===== src/rtl/pal_cfg_loader.sv =====
// rtl/pal_cfg_loader.sv - PAL configuration chain loader (byte stream to serial chain)
//
// Accepts configuration bytes over a valid/ready handshake and shifts them
// LSB-first onto the fabric configuration chain. Exactly CFG_BITS bits are
// shifted per session; the session then completes (done_o) or is aborted (err_o).
//
// Ports:
//   clk_i        clock, rising edge
//   rst_ni       asynchronous active-low reset
//   start_i      begin a session (ignored while busy_o)
//   abort_i      terminate the active session
//   din_i        configuration byte, bit 0 shifted first
//   din_valid_i  din_i holds a valid byte
//   din_ready_o  loader accepts din_i this cycle (decoded from state)
//   cfg_data_o   serial configuration bit (registered)
//   cfg_en_o     fabric shifts cfg_data_o at the next rising edge (registered)
//   busy_o       session active (WAIT or SHIFT)
//   done_o       last session shifted all CFG_BITS bits (sticky)
//   err_o        last session was aborted (sticky)
module pal_cfg_loader #(
  parameter int CFG_BITS = 288
) (
  input  logic       clk_i,
  input  logic       rst_ni,
  input  logic       start_i,
  input  logic       abort_i,
  input  logic [7:0] din_i,
  input  logic       din_valid_i,
  output logic       din_ready_o,
  output logic       cfg_data_o,
  output logic       cfg_en_o,
  output logic       busy_o,
  output logic       done_o,
  output logic       err_o
);

  localparam int TW = $clog2(CFG_BITS + 1);
  // Value of tot_cnt while the final bit of the session is on the chain.
  localparam logic [TW-1:0] LAST_IDX = TW'(CFG_BITS - 1);

  typedef enum logic [1:0] {ST_IDLE, ST_WAIT, ST_SHIFT, ST_FIN} state_e;

  state_e        state_q, state_d;
  logic [2:0]    bit_cnt_q, bit_cnt_d;
  logic [TW-1:0] tot_cnt_q, tot_cnt_d;
  logic [7:0]    sreg_q, sreg_d;
  logic          cfg_data_q, cfg_data_d;
  logic          cfg_en_q, cfg_en_d;
  logic          done_q, done_d;
  logic          err_q, err_d;

  logic          more_bits;
  logic          din_ready;
  logic          handshake;
  logic [2:0]    nxt_bit;

  always_ff @(posedge clk_i or negedge rst_ni) begin
    if (!rst_ni) begin
      state_q    <= ST_IDLE;
      bit_cnt_q  <= '0;
      tot_cnt_q  <= '0;
      sreg_q     <= '0;
      cfg_data_q <= 1'b0;
      cfg_en_q   <= 1'b0;
      done_q     <= 1'b0;
      err_q      <= 1'b0;
    end else begin
      state_q    <= state_d;
      bit_cnt_q  <= bit_cnt_d;
      tot_cnt_q  <= tot_cnt_d;
      sreg_q     <= sreg_d;
      cfg_data_q <= cfg_data_d;
      cfg_en_q   <= cfg_en_d;
      done_q     <= done_d;
      err_q      <= err_d;
    end
  end

  always_comb begin
    // The bit now on the chain is not the last one of the session.
    more_bits  = (tot_cnt_q < LAST_IDX);
    // During bit 7 the next byte may be taken so shifting continues without a bubble.
    din_ready  = (state_q == ST_WAIT) ||
                 ((state_q == ST_SHIFT) && (bit_cnt_q == 3'd7) && more_bits);
    handshake  = din_valid_i && din_ready;
    nxt_bit    = bit_cnt_q + 3'd1;

    state_d    = state_q;
    bit_cnt_d  = bit_cnt_q;
    tot_cnt_d  = tot_cnt_q;
    sreg_d     = sreg_q;
    cfg_data_d = cfg_data_q;
    cfg_en_d   = 1'b0;
    done_d     = done_q;
    err_d      = err_q;

    case (state_q)
      ST_IDLE, ST_FIN: begin
        if (start_i) begin
          state_d   = ST_WAIT;
          tot_cnt_d = '0;
          done_d    = 1'b0;
          err_d     = 1'b0;
        end
      end
      ST_WAIT: begin
        if (abort_i) begin
          state_d = ST_IDLE;
          err_d   = 1'b1;
        end else if (handshake) begin
          state_d    = ST_SHIFT;
          sreg_d     = din_i;
          bit_cnt_d  = 3'd0;
          cfg_data_d = din_i[0];
          cfg_en_d   = 1'b1;
        end
      end
      ST_SHIFT: begin
        // cfg_en is high throughout SHIFT, so the fabric captures a bit at every edge.
        tot_cnt_d = tot_cnt_q + TW'(1);
        if (abort_i) begin
          state_d = ST_IDLE;
          err_d   = 1'b1;
        end else if (!more_bits) begin
          // Remaining upper bits of a partial final byte are simply dropped.
          state_d = ST_FIN;
          done_d  = 1'b1;
        end else if (bit_cnt_q != 3'd7) begin
          bit_cnt_d  = nxt_bit;
          cfg_data_d = sreg_q[nxt_bit];
          cfg_en_d   = 1'b1;
        end else if (handshake) begin
          sreg_d     = din_i;
          bit_cnt_d  = 3'd0;
          cfg_data_d = din_i[0];
          cfg_en_d   = 1'b1;
        end else begin
          state_d = ST_WAIT;
        end
      end
      default: state_d = ST_IDLE;
    endcase
  end

  assign din_ready_o = din_ready;
  assign cfg_data_o  = cfg_data_q;
  assign cfg_en_o    = cfg_en_q;
  assign busy_o      = (state_q == ST_WAIT) || (state_q == ST_SHIFT);
  assign done_o      = done_q;
  assign err_o       = err_q;

endmodule


===== config.mk =====
export PLATFORM = sky130hd
export DESIGN_NAME = pal_cfg_loader
export DESIGN_NICKNAME = d
export VERILOG_FILES = /design/src/rtl/pal_cfg_loader.sv
export SDC_FILE = /design/constraint.sdc
export NUM_CORES = 1
export LEC_CHECK = 0
export ABC_CLOCK_PERIOD_IN_PS = 2550
export BUFFER_PORTS_ARGS = -buffer_cell sky130_fd_sc_hd__clkbuf_2
export CAP_MARGIN = 30
export CORE_MARGIN = 8
export CORE_UTILIZATION = 56
export CTS_CLUSTER_DIAMETER = 30
export CTS_CLUSTER_SIZE = 16
export DETAILED_ROUTE_END_ITERATION = 8
export PLACE_DENSITY_LB_ADDON = 0.2
export SYNTH_ARGS = -nofsm -noshare
export SYNTH_HDL_FRONTEND = slang
export SYNTH_SLANG_ARGS = --single-unit

===== constraint.sdc =====
create_clock -name clk_i -period 2.55 [get_ports clk_i]
set_input_delay 0.255 -clock clk_i [delete_from_list [all_inputs] [get_ports clk_i]]
set_output_delay 0.255 -clock clk_i [all_outputs]
set_load 0.02 [all_outputs]

---- Word-level counts from Yosys, hierarchy flattened ----
Cells that the tools add are included.
operators by class
  add/sub/neg operators ................... 2
  $lt $le $gt $ge ......................... 2
  eq/ne operators ......................... 15
  mux-type cells .......................... 42
  reductions and logical operators ........ 16
operators by type and width
  kind                 count
  $mux 8               5
  $pmux 9 s2           1
  $pmux 8 s2           1
  $mux 1               15
  $mux 3               5
  $mux 2               7
  $ne 2x2->1 const B   6
  $reduce_and 4->1     3
  $add 9x1->9 const B  1
  $lt 9x9->1 const B   1
  $mux 9               1
  $ne 4x4->1 const B   2
  $pmux 1 s2           4
  $ne 3x3->1 const B   2
  $pmux 2 s3           1
  $pmux 3 s2           1
  $reduce_and 5->1     1
  $eq 2x2->1 const B   2
  $lt 3x4->1 const B   1
  $reduce_and 2->1     2
  $reduce_bool 2->1    2
  $reduce_or 2->1      2
  $add 3x1->3 const B  1
  $bmux 1 s3           1
  other kinds (6)      9
storage, ports and cells
  register bits ........................... 26

---- Longest topological paths before layout ----
  depth after elaboration ................. 10
  gate-level depth with buffers ........... 8
  gate-level depth less buffers ........... 7

---- Worst setup path after synthesis ----
OpenSTA, ideal clock, no wires.
  path type ............................... reg2reg
  start point ............................. register state_q[0]
  end point ............................... register tot_cnt_q[6]
  library setup time ...................... 145 ps
  data arrival time ....................... 1705 ps
  slack ................................... 699 ps
  cell stages (with the launch flop) ...... 9
  path buffers ............................ 1
  period minus slack after synthesis ...... 1851 ps
  cells stage by stage .................... dfrtp_1 > inv_1 > ha_1 > clkbuf_2 > mux2_2 > nand4_1 > or3_1 > xor2_1 > nor2_1
between the ends
  word-level cells in the longest chain between the ends .. 4
ends and longest elaborated chain
  item                                                       RTL line  RTL
  start: declaration                                         43        state_e state_q, state_d;
  start signal: assignment                                   68        state_q <= state_d;
  $eq 2x2->1 or $logic_not 2->1 (tied branches)              97        case (state_q)
  $reduce_or 2->1                                            97
  $ne 2x2->1 (no line) or $reduce_bool 2->1 (tied branches)  -
  $reduce_and 2->1 (no line)                                 -
  end signal: assignment                                     70        tot_cnt_q <= tot_cnt_d;
  end: declaration                                           45        logic [TW-1:0] tot_cnt_q, tot_cnt_d;
Several ways; a longest one is shown, not always the timed one.
A chain may end at the register's enable or synchronous reset.

---- Worst setup path in the final report ----
  start point ............................. register state_q[0]
  end point ............................... register sreg_q[4]
between the ends
  word-level cells in the longest chain between the ends .. 10
ends and longest elaborated chain
  item                             RTL line  RTL
  $eq 2x2->1                       84, 97
  $logic_and 1x1->1 (2 in series)  84        ((state_q == ST_SHIFT) && (bit_cnt_q == 3'd7) && more_bits);
  $logic_or 1x1->1                 83        din_ready = (state_q == ST_WAIT) ||
  $logic_and 1x1->1                85        handshake = din_valid_i && din_ready;
  $mux 8 (4 in series)             -
  $pmux 8 s2                       97
  end signal: assignment           71        sreg_q <= sreg_d;
  end: declaration                 46        logic [7:0] sreg_q, sreg_d;
Several ways; a longest one is shown, not always the timed one. The select of a mux whose other input is x is not followed.

==> results.py <==
metrics = {
    "status": {
        "run_status": "completed",
    },
    "timing": {
        "slew_viol_final": 0,
        "hold_viol": 0,
        "totalNegativeSetupSlack_ns": 0,
        "setup_violations": 0,
        "slew_headroom_pct": 57.8,
        "clock_skew_ns": 0.0116,
        "rsz0062_at_grt": "false",
        "period_minus_slack_ns": 2.24,
        "period_share_pct": 87.9,
        "tightest_slew_ns": 0.633,
        "fmax_ghz": 0.446,
    },
    "worst_setup_path": {
        "worst_setup_path_start_kind": "register",
        "critical_path_depth": 6,
        "crit_buf_inv": 1,
        "worstSetupPathType": "reg -> reg",
        "worstPathMaxFanout": 19,
        "crit_chain": "inv_1, ha_1, nand2_1, o22ai_1, o2111a_1, mux2_4",
        "worstPathRequired_ns": 2.79,
        "worst_ep_arrival_time_ns": 2.48,
        "cp-end-kind": "register",
        "critPathSlowestCell": "o2111a_1",
        "cp_top_family": "compound AO/OA/AOI/OAI gates",
        "max_stage_delay_ns": 0.54,
        "rr_worst_depth": 6,
    },
    "run": {
        "maxCapViolCount": 0,
    },
    "global_route": {
        "overflow": 0,
        "grt_max_degree": 27,
        "grt_pass1_wl_mm": 4.60,
        "antenna_found_initial": 0,
        "grt_use_total_pct": 13.3,
        "grt_pass1_vias": 1020,
    },
    "clock_tree": {
        "htree_num_levels": 1,
        "clockBufferDepth": 2,
        "clk_pin_slew_ns": 0.15,
        "cts-root-buf": "clkbuf_4",
        "clock_sinks": 26,
        "ctsResizeCount": 0,
        "cts_tree": "done",
        "cts_made_buffers": 3,
        "worstSkewPairLatency_ns": 0.33,
    },
    "drt": {
        "wirelength_mm": 2.75,
        "avgRoutedWirePerCell_um": 15.1,
        "dr.pass1.iters": 4,
        "vias_per_cell": 5.72,
        "ant_nets": 0,
        "drc": 0,
        "vias": 1041,
        "drt_iter0_markers": 69,
    },
    "layout": {
        "finalInstanceArea_um2": 1640,
        "areaGrowthSynthToFinish_pct": 11.4,
        "fillers": 196,
        "antenna_cells": 0,
        "drive_gt1_share_pct": 28.3,
        "multiInputGateArea_um2": 749,
        "nets": 171,
        "regArea_um2": 651,
    },
    "pwr": {
        "combPwrFrac_pct": 42.6,
        "p_clk_share_pct": 18.5,
        "power_density_nw_per_um2": 960,
        "peakVddDrop_uv": 762,
        "p_sw_uw": 549,
        "p_sw_share_pct": 35.0,
        "seq_power_share_pct": 38.9,
        "intPower_uw": 1020,
        "leakage_uw": 0.000747,
    },
    "synth": {
        "synthCells": 133,
        "synth_area_per_cell_um2": 11.0,
        "ys_ff_latch": 26,
        "ys_warn_count": 0,
        "synthTopCellsByCount": "26 x dfrtp_1, 10 x inv_1, 10 x nand2_1, 10 x nor2_1, 9 x mux2_4",
        "synth_most_common_cell": "dfrtp_1",
        "async_flop_share_pct": 100,
        "synthesis.nets": 151,
        "synth_area_leaders": "dfrtp_1 44%, mux2_4 9.2%, ha_1 4.3%",
        "syn_area_um2": 1470,
        "synth_edf_count": 0,
        "synthFlopType": "dfrtp_1",
        "ys_seq_area_share_pct": 44.3,
        "synth.distinct_cells": 38,
        "yosysTopAreaCellShare_pct": 44.3,
        "synth_top_area_cell": "dfrtp_1",
    },
    "placement": {
        "port_buffers": 18,
        "dp.final_hpwl_mm": 2.07,
        "place_congestion": 0.818,
        "placed_area_um2": 1570,
    },
    "floorplanning": {
        "floorplan.initialDensity_pct": 59.2,
        "rows": 18,
        "fp.dieH_um": 67.2,
        "boundaryPins": 19,
        "die-area_um2": 4520,
        "coreArea_um2": 2480,
        "die_w_um": 67.2,
    },
    "hold_path": {
        "hold_class": "in -> reg",
        "whs_path_depth": 2,
    },
}
power groups by stage:
stage | registers [uW] | clock network [uW] | logic [uW]
after global placement | 612 | 0 | 656
after detailed placement | 615 | 0 | 672
final | 610 | 290 | 669
after floorplan | 612 | 0 | 521
after CTS | 609 | 292 | 676
after global routing | 625 | 310 | 736
state kept, by name, summed over array words and instances (netlist names):
| signal | count |
|---|---|
| err_o | 1 |
| tot_cnt_q | 9 |
| done_o | 1 |
| bit_cnt_q | 3 |
| sreg_q | 8 |
| cfg_data_o | 1 |
| cfg_en_o | 1 |
| state_q | 2 |
routing by layer:
| layer | share of wire, % | up-vias | GRT usage (%) |
|---|---|---|---|
| met3 | 3.1 | 5 | 2.48 |
| met5 | 0 | - | 0 |
| met2 | 49 | 16 | 22.5 |
| met1 | 46 | 505 | 16.0 |
| met4 | 1.7 | 0 | 6.27 |
| li1 | - | 515 | - |
path summary, 6_finish.rpt:
kind / slack, ns / endpoint / start
hold / removal: 0.13 / sreg_q[1] / din_i[1]
min in group asynchronous: 0.45 / tot_cnt_q[3] / rst_ni
setup reg to reg: 0.31 / sreg_q[4] / state_q[0]
setup / recovery: 0.31 / sreg_q[4] / state_q[0]
max in group asynchronous: 1.69 / done_o / rst_ni
hold reg to reg: 0.53 / bit_cnt_q[1] / bit_cnt_q[1]
layout make-up:
class / count / area share, %
multi-input combinational: 92 / 45.8
sequential: 26 / 39.8
timing repair buffer: 20 / 6.58
inverter: 10 / 2.30
tap: 30 / 2.30
clock inverter: 1 / 1.84
clock buffer: 3 / 1.38
metrics by stage:
stage,hold WS (ns),worst slack (ns),instances,power (uW),utilization (%)
2_1_floorplan,-0.0406,0.699,133,1130,-
3_3_place_gp,0.295,0.413,177,1270,63.5
3_5_place_dp,0.308,0.332,177,1290,63.5
4_1_cts,0.130,0.328,182,1580,66.0
5_1_grt,0.113,0.157,182,1670,66.0
6_report,0.135,0.310,182,1570,66.0
logic make-up (layout without fill, tap and decap cells):
logic type      Yosys count  count (layout)  share of synthesized area (%)
simple gates             36              36                           12.9
compound gates           27              27                           13.9
flops                    26              26                           44.3
buf+inv                  15              34                           4.60
xor+xnor                  6               6                           3.58
fa+ha+maj                 5               5                           4.26
mux                      18              18                           16.5
repair_timing:
item | in CTS | in global routing
setup buffers | 0 | 0
hold endpoints to repair | 26 | 0
hold buffers | 1 | 0
placed cells by master, fill, tap and decap left out:
| cell | netlist | layout |
|---|---|---|
| a2111o_1 | 1 | 1 |
| a2111oi_0 | 1 | 1 |
| a211o_2 | 2 | 2 |
| a211oi_1 | 1 | 1 |
| a21oi_1 | 5 | 5 |
| a22o_2 | 2 | 2 |
| a31oi_1 | 1 | 1 |
| a32o_1 | 1 | 1 |
| buf_4 | 0 | 1 |
| bufinv_16 | 0 | 1 |
| clkbuf_2 | 1 | 18 |
| clkbuf_4 | 0 | 3 |
| dfrtp_1 | 26 | 26 |
| dlygate4sd3_1 | 0 | 1 |
| ha_1 | 5 | 5 |
| inv_1 | 10 | 10 |
| mux2_2 | 3 | 3 |
| mux2_4 | 9 | 9 |
| mux2i_1 | 5 | 5 |
| mux4_2 | 1 | 1 |
| nand2_1 | 10 | 10 |
| nand2b_1 | 1 | 1 |
| nand3_1 | 4 | 4 |
| nand3_4 | 1 | 1 |
| nand4_1 | 2 | 2 |
| nor2_1 | 10 | 10 |
| nor2b_1 | 1 | 1 |
| nor3_1 | 3 | 3 |
| nor3_4 | 1 | 1 |
| nor3b_1 | 1 | 1 |
| o2111a_1 | 1 | 1 |
| o211ai_1 | 1 | 1 |
| o21ai_0 | 7 | 7 |
| o22ai_1 | 2 | 2 |
| o22ai_4 | 1 | 1 |
| o311ai_1 | 1 | 1 |
| or3_1 | 2 | 2 |
| xnor2_1 | 3 | 3 |
| xor2_1 | 3 | 3 |
(Power assumes the default switching activity.)
